**config.mk**
```make
export PLATFORM = sky130hd
export DESIGN_NAME = sdram_wr_fifo_ctrl_flat
export DESIGN_NICKNAME = d
export VERILOG_FILES = /design/src/rtl/sdram_wr_fifo_ctrl_if.sv /design/src/rtl/sdram_wr_fifo_ctrl.sv /design/src/flat_wrapper.sv
export SDC_FILE = /design/constraint.sdc
export NUM_CORES = 1
export LEC_CHECK = 0
export ABC_AREA = 0
export ABC_CLOCK_PERIOD_IN_PS = 7100
export CAP_MARGIN = 30
export CELL_PAD_IN_SITES_DETAIL_PLACEMENT = 1
export CELL_PAD_IN_SITES_GLOBAL_PLACEMENT = 2
export CORE_ASPECT_RATIO = 0.75
export CORE_MARGIN = 5
export CORE_UTILIZATION = 40
export DETAILED_ROUTE_END_ITERATION = 16
export PLACE_DENSITY = 0.77
export SLEW_MARGIN = 5
export SYNTH_ARGS = -nofsm -noshare
export SYNTH_HDL_FRONTEND = slang
export SYNTH_SLANG_ARGS = --single-unit
```
**constraint.sdc**
```tcl
create_clock -name clk_100m -period 7.1 [get_ports clk_100m]
set_input_delay 0.71 -clock clk_100m [delete_from_list [all_inputs] [get_ports clk_100m]]
set_output_delay 0.71 -clock clk_100m [all_outputs]
set_load 0.03 [all_outputs]
```
**src/rtl/sdram_wr_fifo_ctrl_if.sv**
```systemverilog
// Byte-stream and SDRAM write-port signal bundle for sdram_wr_fifo_ctrl.
// master = the controller itself, slave = the byte source / SDRAM controller side.
interface sdram_wr_fifo_ctrl_if;
  logic        init_end;
  logic        byte_valid;
  logic [7:0]  byte_data;
  logic        flush;
  logic        sdram_wr_ack;
  logic        sdram_wr_req;
  logic [23:0] sdram_wr_addr;
  logic [9:0]  wr_burst_len;
  logic [15:0] sdram_data_in;
  logic [6:0]  fifo_count;
  logic        overflow;
  logic        wr_done;

  modport master (
    input  init_end,
    input  byte_valid,
    input  byte_data,
    input  flush,
    input  sdram_wr_ack,
    output sdram_wr_req,
    output sdram_wr_addr,
    output wr_burst_len,
    output sdram_data_in,
    output fifo_count,
    output overflow,
    output wr_done
  );

  modport slave (
    output init_end,
    output byte_valid,
    output byte_data,
    output flush,
    output sdram_wr_ack,
    input  sdram_wr_req,
    input  sdram_wr_addr,
    input  wr_burst_len,
    input  sdram_data_in,
    input  fifo_count,
    input  overflow,
    input  wr_done
  );
endinterface

```
**src/rtl/sdram_wr_fifo_ctrl.sv**
```systemverilog
// Packs a UART byte stream into 16-bit words, buffers them in a 64-deep
// show-ahead FIFO and drains them to SDRAM as fixed or flush-sized write bursts.
module sdram_wr_fifo_ctrl #(
  parameter int unsigned BURST_LEN = 10,
  parameter logic [23:0] ADDR_BASE = 24'h000000,
  parameter logic [23:0] ADDR_MAX  = 24'h0003FF
) (
  input  logic                        clk_100m,
  input  logic                        rst_n,
  sdram_wr_fifo_ctrl_if.master        bus_io
);

  localparam logic [6:0]  FIFO_FULL  = 7'd64;
  localparam logic [6:0]  BURST_CNT  = 7'(BURST_LEN);
  localparam logic [9:0]  BURST_LEN10 = 10'(BURST_LEN);
  localparam logic [24:0] BURST_SPAN = 25'(BURST_LEN - 1);

  typedef enum logic [1:0] {
    IDLE  = 2'd0,
    REQ   = 2'd1,
    WRITE = 2'd2,
    DONE  = 2'd3
  } state_t;

  state_t      state_q, state_d;
  logic [7:0]  hi_byte_q, hi_byte_d;
  logic        odd_q, odd_d;
  logic        push_q, push_d;
  logic [15:0] push_word_q, push_word_d;
  logic        flush_pending_q, flush_pending_d;
  logic [5:0]  wr_ptr_q, wr_ptr_d;
  logic [5:0]  rd_ptr_q, rd_ptr_d;
  logic [6:0]  count_q, count_d;
  logic        overflow_q, overflow_d;
  logic [23:0] addr_q, addr_d;
  logic [9:0]  len_q, len_d;
  logic [9:0]  ack_cnt_q, ack_cnt_d;

  logic [15:0] mem [0:63];

  logic        fifo_full, fifo_empty;
  logic        do_push, do_pop, ack_active;
  logic        pad_now, flush_quiet, flush_clr;
  logic [24:0] next_addr, next_end;

  // ---------------------------------------------------------------- packer
  // A held odd byte is padded only when no new byte arrives that cycle, so a
  // flush coinciding with the completing byte never produces a spurious pad.
  assign pad_now = odd_q && !bus_io.byte_valid && (bus_io.flush || flush_pending_q);

  always_comb begin
    hi_byte_d   = hi_byte_q;
    odd_d       = odd_q;
    push_d      = 1'b0;
    push_word_d = push_word_q;
    if (bus_io.byte_valid) begin
      if (odd_q) begin
        push_d      = 1'b1;
        push_word_d = {hi_byte_q, bus_io.byte_data};
        odd_d       = 1'b0;
      end else begin
        hi_byte_d = bus_io.byte_data;
        odd_d     = 1'b1;
      end
    end else if (pad_now) begin
      push_d      = 1'b1;
      push_word_d = {hi_byte_q, 8'h00};
      odd_d       = 1'b0;
    end
  end

  // ---------------------------------------------------------------- FIFO
  assign fifo_full  = (count_q == FIFO_FULL);
  assign fifo_empty = (count_q == 7'd0);
  assign ack_active = ((state_q == REQ) || (state_q == WRITE)) && bus_io.sdram_wr_ack;
  assign do_push    = push_q && !fifo_full;
  assign do_pop     = ack_active && !fifo_empty;

  always_comb begin
    wr_ptr_d   = do_push ? wr_ptr_q + 6'd1 : wr_ptr_q;
    rd_ptr_d   = do_pop  ? rd_ptr_q + 6'd1 : rd_ptr_q;
    overflow_d = overflow_q || (push_q && fifo_full);
    unique case ({do_push, do_pop})
      2'b10:   count_d = count_q + 7'd1;
      2'b01:   count_d = count_q - 7'd1;
      default: count_d = count_q;
    endcase
  end

  always_ff @(posedge clk_100m) begin
    if (do_push) begin
      mem[wr_ptr_q] <= push_word_q;
    end
  end

  // ---------------------------------------------------------------- burst FSM
  // A flush-sized burst waits until the pad word has landed in the FIFO.
  assign flush_quiet = flush_pending_q && !odd_q && !push_q;
  assign next_addr   = {1'b0, addr_q} + {15'd0, len_q};
  assign next_end    = next_addr + BURST_SPAN;

  always_comb begin
    state_d   = state_q;
    len_d     = len_q;
    addr_d    = addr_q;
    ack_cnt_d = ack_cnt_q;
    flush_clr = 1'b0;
    unique case (state_q)
      IDLE: begin
        if (bus_io.init_end && (count_q >= BURST_CNT)) begin
          state_d   = REQ;
          len_d     = BURST_LEN10;
          ack_cnt_d = 10'd0;
        end else if (flush_quiet && fifo_empty) begin
          flush_clr = 1'b1;
        end else if (bus_io.init_end && flush_quiet) begin
          state_d   = REQ;
          len_d     = {3'b000, count_q};
          ack_cnt_d = 10'd0;
          flush_clr = 1'b1;
        end
      end
      REQ, WRITE: begin
        if (bus_io.sdram_wr_ack) begin
          ack_cnt_d = ack_cnt_q + 10'd1;
          state_d   = ((ack_cnt_q + 10'd1) == len_q) ? DONE : WRITE;
        end
      end
      DONE: begin
        state_d = IDLE;
        addr_d  = (next_end > {1'b0, ADDR_MAX}) ? ADDR_BASE : next_addr[23:0];
      end
      default: state_d = IDLE;
    endcase
  end

  // A new flush always wins over the clear so it is never lost.
  assign flush_pending_d = bus_io.flush ? 1'b1 : (flush_clr ? 1'b0 : flush_pending_q);

  // ---------------------------------------------------------------- registers
  always_ff @(posedge clk_100m or negedge rst_n) begin
    if (!rst_n) begin
      state_q         <= IDLE;
      hi_byte_q       <= 8'h00;
      odd_q           <= 1'b0;
      push_q          <= 1'b0;
      push_word_q     <= 16'h0000;
      flush_pending_q <= 1'b0;
      wr_ptr_q        <= 6'd0;
      rd_ptr_q        <= 6'd0;
      count_q         <= 7'd0;
      overflow_q      <= 1'b0;
      addr_q          <= ADDR_BASE;
      len_q           <= 10'd0;
      ack_cnt_q       <= 10'd0;
    end else begin
      state_q         <= state_d;
      hi_byte_q       <= hi_byte_d;
      odd_q           <= odd_d;
      push_q          <= push_d;
      push_word_q     <= push_word_d;
      flush_pending_q <= flush_pending_d;
      wr_ptr_q        <= wr_ptr_d;
      rd_ptr_q        <= rd_ptr_d;
      count_q         <= count_d;
      overflow_q      <= overflow_d;
      addr_q          <= addr_d;
      len_q           <= len_d;
      ack_cnt_q       <= ack_cnt_d;
    end
  end

  // ---------------------------------------------------------------- outputs
  assign bus_io.sdram_wr_req  = (state_q == REQ) || (state_q == WRITE);
  assign bus_io.wr_done       = (state_q == DONE);
  assign bus_io.sdram_wr_addr = addr_q;
  assign bus_io.wr_burst_len  = len_q;
  assign bus_io.sdram_data_in = fifo_empty ? 16'h0000 : mem[rd_ptr_q];
  assign bus_io.fifo_count    = count_q;
  assign bus_io.overflow      = overflow_q;

endmodule

```
**src/flat_wrapper.sv**
```systemverilog
// flat-port wrapper written by rule: the top's interface ports become plain ports
module sdram_wr_fifo_ctrl_flat 
#(
  parameter int unsigned BURST_LEN = 10,
  parameter logic [23:0] ADDR_BASE = 24'h000000,
  parameter logic [23:0] ADDR_MAX  = 24'h0003FF
)
  (clk_100m, rst_n, bus_io_init_end, bus_io_byte_valid, bus_io_byte_data, bus_io_flush, bus_io_sdram_wr_ack, bus_io_sdram_wr_req, bus_io_sdram_wr_addr, bus_io_wr_burst_len, bus_io_sdram_data_in, bus_io_fifo_count, bus_io_overflow, bus_io_wr_done);
  sdram_wr_fifo_ctrl_if bus_io_i ();
  input  logic clk_100m;
  input  logic rst_n;
  input wire logic [$bits(bus_io_i.init_end)-1:0] bus_io_init_end;
  input wire logic [$bits(bus_io_i.byte_valid)-1:0] bus_io_byte_valid;
  input wire logic [$bits(bus_io_i.byte_data)-1:0] bus_io_byte_data;
  input wire logic [$bits(bus_io_i.flush)-1:0] bus_io_flush;
  input wire logic [$bits(bus_io_i.sdram_wr_ack)-1:0] bus_io_sdram_wr_ack;
  output wire logic [$bits(bus_io_i.sdram_wr_req)-1:0] bus_io_sdram_wr_req;
  output wire logic [$bits(bus_io_i.sdram_wr_addr)-1:0] bus_io_sdram_wr_addr;
  output wire logic [$bits(bus_io_i.wr_burst_len)-1:0] bus_io_wr_burst_len;
  output wire logic [$bits(bus_io_i.sdram_data_in)-1:0] bus_io_sdram_data_in;
  output wire logic [$bits(bus_io_i.fifo_count)-1:0] bus_io_fifo_count;
  output wire logic [$bits(bus_io_i.overflow)-1:0] bus_io_overflow;
  output wire logic [$bits(bus_io_i.wr_done)-1:0] bus_io_wr_done;
  assign bus_io_i.init_end = bus_io_init_end;
  assign bus_io_i.byte_valid = bus_io_byte_valid;
  assign bus_io_i.byte_data = bus_io_byte_data;
  assign bus_io_i.flush = bus_io_flush;
  assign bus_io_i.sdram_wr_ack = bus_io_sdram_wr_ack;
  assign bus_io_sdram_wr_req = bus_io_i.sdram_wr_req;
  assign bus_io_sdram_wr_addr = bus_io_i.sdram_wr_addr;
  assign bus_io_wr_burst_len = bus_io_i.wr_burst_len;
  assign bus_io_sdram_data_in = bus_io_i.sdram_data_in;
  assign bus_io_fifo_count = bus_io_i.fifo_count;
  assign bus_io_overflow = bus_io_i.overflow;
  assign bus_io_wr_done = bus_io_i.wr_done;
  sdram_wr_fifo_ctrl #(.BURST_LEN(BURST_LEN), .ADDR_BASE(ADDR_BASE), .ADDR_MAX(ADDR_MAX)) u_core (.clk_100m(clk_100m), .rst_n(rst_n), .bus_io(bus_io_i));
endmodule
```
# Yosys cells after proc, flatten, opt, wreduce, memory -nomap -nowiden
# Memory sizes are Yosys's and may differ from the RTL's.
# Cells that the tools add are included.
[word_totals]
reg_bits = 93
mem_bits_rw = 1024
memories = 1
output_inout_bits = 60
[mem_list]
columns = ["memory", "depth", "width", "read_ports", "rd_ports_with_merged_regs", "write_ports", "line_no", "rtl"]
rows = [
  ["u_core.mem", 64, 16, 1, 0, 1, "sdram_wr_fifo_ctrl.sv:39", "logic [15:0] mem [0:63];"],
]
[op_classes]
n_reduce_logical = 32
n_bitwise = 1
n_mux = 34
n_eq_ne = 12
order_cmp = 2
n_addsub = 7
[op_table]
columns = ["op", "count"]
rows = [
  ["$mux 10", 7],
  ["$mux 16", 4],
  ["$add 24x10->25", 1],
  ["$add 25x4->25 const B", 1],
  ["$gt 25x10->1 const B", 1],
  ["$mux 24", 1],
  ["$pmux 10 s2", 1],
  ["$mux 1", 15],
  ["$pmux 7 s2", 1],
  ["$add 6x1->6 const B", 2],
  ["$logic_and 1x1->1", 11],
  ["$add 10x1->10 const B", 1],
  ["$eq 10x10->1", 1],
  ["$reduce_bool 2->1", 5],
  ["$mux 2", 4],
  ["$add 7x1->7 const B", 1],
  ["$eq 7x7->1 const B", 1],
  ["$ge 7x4->1 const B", 1],
  ["$logic_not 7->1", 1],
  ["$sub 7x1->7 const B", 1],
  ["$eq 2x2->1 const B", 3],
  ["$pmux 2 s3", 1],
  ["$reduce_and 3->1", 2],
  ["$logic_not 1->1", 5],
  ["11 further kinds", 16],
]

# Longest topological paths before layout
[logic_depth]
word_depth = 10
ltp_mapped = 16
ltp_nobuf = 15

# Worst setup path before layout
# OpenSTA, ideal clock, no wires.
[synth_timing]
path_type = "reg-to-reg"
from = "register u_core.len_q[0], in the netlist u_core.bus_io.wr_burst_len[0]"
to = "register u_core.addr_q[2], in the netlist u_core.bus_io.sdram_wr_addr[2]"
stages_incl_launch_ff = 12
arrival_ps = 3779
path_buffers = 0
setup_slack_ps = 3254
t_required_ps = 7033
synth_period_minus_slack_ps = 3846
path_cell_list = "dfrtp_1 -> ha_1 -> fa_1 -> a211oi_2 -> o21ai_1 -> xnor2_1 -> or4_4 -> a2111o_1 -> mux2i_1 -> a22oi_2 -> and3_4 -> a32o_2"
[synth_via]
elab_chain_cells = 4
[synth_lines]
columns = ["item", "line_no", "rtl"]
rows = [
  ["start, declared", "sdram_wr_fifo_ctrl.sv:36", "logic [9:0] len_q, len_d;"],
  ["start signal, assigned", "sdram_wr_fifo_ctrl.sv:168", "len_q <= len_d;"],
  ["$add 24x10->25 (*)", "sdram_wr_fifo_ctrl.sv:99", "assign next_addr = {1'b0, addr_q} + {15'd0, len_q};"],
  ["$add 25x4->25", "sdram_wr_fifo_ctrl.sv:100", "assign next_end = next_addr + BURST_SPAN;"],
  ["$gt 25x10->1", "sdram_wr_fifo_ctrl.sv:131", "addr_d = (next_end > {1'b0, ADDR_MAX}) ? ADDR_BASE : next_addr[23:0];"],
  ["$mux 24 (*)", "sdram_wr_fifo_ctrl.sv:131", ""],
  ["end signal, assigned", "sdram_wr_fifo_ctrl.sv:167", "addr_q <= addr_d;"],
  ["end, declared", "sdram_wr_fifo_ctrl.sv:35", "logic [23:0] addr_q, addr_d;"],
]
# Every way passes the cells marked *; elsewhere a longest branch is shown, timed or not.
# A chain may end at the register's enable or synchronous reset.

# Final worst setup path
[layout_timing]
from = "register u_core.rd_ptr_q[0]"
to = "output port bus_io_sdram_data_in[13]"
[layout_via]
elab_chain_cells = 2
[layout_lines]
columns = ["item", "line_no", "rtl"]
rows = [
  ["start, declared", "sdram_wr_fifo_ctrl.sv:32", "logic [5:0] rd_ptr_q, rd_ptr_d;"],
  ["start signal, assigned", "sdram_wr_fifo_ctrl.sv:164", "rd_ptr_q <= rd_ptr_d;"],
  ["$mem_v2 64x16", "--", ""],
  ["$mux 16", "sdram_wr_fifo_ctrl.sv:178", "assign bus_io.sdram_data_in = fifo_empty ? 16'h0000 : mem[rd_ptr_q];"],
  ["end, declared", "flat_wrapper.sv:20", "output wire logic [$bits(bus_io_i.sdram_data_in)-1:0] bus_io_sdram_data_in;"],
]
# Every way passes these cells.

==> impl_results.md <==
- Outcome: complete, no violations
- Ratio of cells with drive above 1 in the final layout: 26.8%
- Delay-heaviest family, CP: buffers and inverters
- CTS tree: built
- Worst-path fanout max: 83
- Wire length per cell: 29.8 µm
- Number of placement rows: 106
- Period minus WS final: 5.65 ns
- Worst Path Required: ~6.4 ns
- Routability cong.: 0.800
- # nets final: 2,359
- Synth Area per Inst: 20.6 µm²
- Hold Buf Count CTS: 0
- Num CTS Buffers: 103
- Final Max Tran Viols: 0
- Crit path launch type: flip-flop
- Port bufs: 70
- Initial antenna violation count: 4
- Vias in the first global route: 23.4k
- Area delta synth->final: 14.5%
- Final setup TNS: 0 ns
- Yosys reg bits: 1,114
- Cell area after synthesis: 0.0445 mm²
- Post-synth top flop: edfxtp_1
- Seq pwr share: 41.6%
- Core area: 0.111 mm²
- Internal Power: approximately 13,000 µW
- Dpl ws: about 2.1 ns
- Async SR Flop Fraction: 8.08%
- Pwr/cell area: 389 mW/mm²
- Layout Cells excl Fill: 3,873
- DRC Markers: 0
- Worst Hold Class: input port to asynchronous set/reset pin
- Relative slew slack: approximately 37%
- Fmax: 177 MHz
- Clock Skew: about 0.034 ns
- CTS Buffer Depth: 3
- Root Driver: clkbuf_16
- Post-layout util: 45.9%
- Leakage power: 0.0164 µW
- Synth warn: 0
- WP data arrival: ~5 ns
- Comb power frac: 30.8%
- 1st-iter DRT viols: 2,537
- Gr usage total: 19.4%
- CTS sink count: roughly 1.1k
- Yosys cell types: 79
- Final Worst Setup Slack: 1.45 ns
- CP max stage cell: dfrtp_4
- Chip Height: 299 µm
- Final HPWL DP: ~67,000 µm
- Clock-pin slew on the worst setup and hold paths: 0.06 ns
- Max-cap violations: 0
- Critical path type: flip-flop to output pin
- Setup Buffers After CTS: 0
- Number of synthesized flops with an enable pin: 1,024
- DP Cell Count: 3,665
- H-tree Lvls: 3
- First-pass GRT wire length: 168,000 µm
- Post-CTS resize count: 0
- Worst setup EP type: output pin
- Vias: 22.6k
- Final worst-path cycle share: 79.6%
- Max VDD drop: 423 µV
- Sequential area share after synthesis: 74.1%
- Largest net degree at the start of global routing: 84
- Die area: 0.118 mm²
- Die width: 395 µm
- Cells after Synth: 2,159
- Worst-skew pair later-pin latency: 0.71 ns
- WL final: ~120,000 µm
- Worst slew pin tran: between 0.9 and 1 ns
- Clock network power share: 27.6%
- Num ports: between 70 and 80
- Sw Ratio: 32.3%
- First drt pass iteration count: 5
- Final hold viol count: 0
- Drt via density: 5.85
- Antenna viol nets, final: 0
- CP cell instances: buf_12 > mux4_2 > mux4_2 > a211oi_1 > a211oi_1 > clkdlybuf4s50_1
- Worst Setup SP: u_core.rd_ptr_q[0]
- Critical Path Max Stage Delay: 1.02 ns
- RSZ-0062 raised after global routing: false
- Overflow after GRT: 0
- Final setup vio count: 0
- Switch Pwr: 6390 µW
- R2r startpoint: u_core.bus_io.wr_burst_len[0]
- CP bufs+invs: 2
- Initial Utilization: 40.1%
## cell usage in the layout (no fill, tap or decap), types with 6 or more instances in the layout
cell type	n
nor4_1	9
clkbuf_1	15
nand2_1	78
nor2_2	8
a211oi_1	38
nor3_1	15
clkbuf_16	103
mux2_2	9
mux4_2	320
edfxtp_1	1024
and3_1	7
clkinv_1	24
buf_4	84
mux2i_1	18
xor2_1	15
dfrtp_2	16
nand3_1	22
clkinvlp_4	6
dfrtp_1	69
a22o_1	10
o21ai_0	33
a21oi_1	17
clkinv_2	27
buf_12	15
and2_1	10
nor2b_1	31
xnor2_1	31
clkdlybuf4s50_1	69
o31ai_1	6
inv_1	18
bufinv_16	8
ha_1	20
nor2_1	91
nand4_1	19
## power groups by stage
stage                     Combinational [µW]  Sequential, µW  Clock [µW]
after floorplan                         3950            8200           0
after global placement                  5690            8530           0
after detailed placement                5930            8500           0
after CTS                               5980            8370        5570
after global routing                    6470            8300        5910
final                                   6110            8250        5470
## final cells by class
type	count	area, µm²
fill	10153	60000
sequential	1114	33000
multi-input combinational	906	11000
clock buffer	121	2680
tap	1458	1820
timing repair buffer	179	1750
clock inverter	73	623
inverter	19	71.3
antenna	3	7.51
## synth_stat cells (all sizes together), types with 3 or more instances
library cell	number	area [µm²]
o31ai	6	45.0
mux4	320	7210
a211oi	41	330
o21ai	37	185
nand2	78	293
o21bai	3	22.5
or3	3	18.8
inv	18	67.6
a21oi	18	101
buf	36	163
clkbuf	86	323
and3	8	55.1
and2	12	77.6
nor3	15	75.1
and4	3	26.3
dfrtp	90	2250
nand3	22	110
a21boi	3	22.5
a41oi	4	42.6
a31oi	5	31.3
nor4	11	81.3
xnor2	31	272
ha	20	250
a22o	10	87.6
a21o	3	22.5
mux2	9	101
nand3b	5	37.5
or2	5	31.3
o2111ai	3	26.3
a32o	5	56.3
xor2	15	131
nor2b	31	194
mux2i	18	180
o21a	3	22.5
or4	3	30.0
edfxtp	1024	30700
nand4	19	119
nand2b	3	18.8
o211ai	4	30.0
nor2	99	372
## state kept, by name (all words and copies together) (netlist names)
name / cells
u_core.mem: 1024
u_core.bus_io.sdram_wr_addr: 24
u_core.push_word_q: 16
u_core.ack_cnt_q: 10
u_core.hi_byte_q: 8
u_core.bus_io.fifo_count: 7
u_core.bus_io.wr_burst_len: 7
u_core.rd_ptr_q: 6
u_core.wr_ptr_q: 6
u_core.state_q: 2
u_core.bus_io.overflow: 1
u_core.flush_pending_q: 1
u_core.odd_q: 1
u_core.push_q: 1
## worst paths after layout
kind                                             endpoint  slack (ns)  depth (start not counted)
setup / recovery                 bus_io_sdram_data_in[13]        1.45                          6
min in group clk_100m              u_core.push_word_q[11]        0.47                          2
hold reg to reg                    u_core.push_word_q[11]        0.47                          2
hold / removal                u_core.bus_io.fifo_count[1]        0.02                          1
setup reg to reg           u_core.bus_io.sdram_wr_addr[6]        2.58                         11
max in group asynchronous              u_core.rd_ptr_q[3]        5.94                          2
## cells by family (layout without fill, tap and decap cells)
group / Yosys count / after routing / share of synthesized area [%]
AOI/OAI and AO/OA: 164 / 164 / 2.70
xor gates and xnor gates: 46 / 46 / 0.904
adders and majority gates: 22 / 22 / 0.652
buffers and inverters: 141 / 392 / 1.25
DFF: 1114 / 1114 / 74.1
muxes: 347 / 347 / 16.8
other: 1 / 6 / 0.00842
and+or+nand+nor: 324 / 324 / 3.59
## per-layer routing
metal / GRT usage (%) / share of wire, % / vias to the layer above
li1: - / - / 9281
met1: 28.5 / 43 / 12313
met2: 30.2 / 46 / 936
met3: 4.77 / 9.0 / 119
met4: 3.58 / 1.5 / 0
met5: 0 / 0 / -
## metrics by stage
stage	hold slack [ns]	instance area, µm²	total power [µW]
after floorplan	0.414	44600	12100
after global placement	0.449	47400	14200
after detailed placement	0.462	47500	14400
after CTS	0.00637	50800	19900
after global routing	0.0373	51000	20700
final	0.0192	51000	19800
Power figures use the tool's default switching activity.
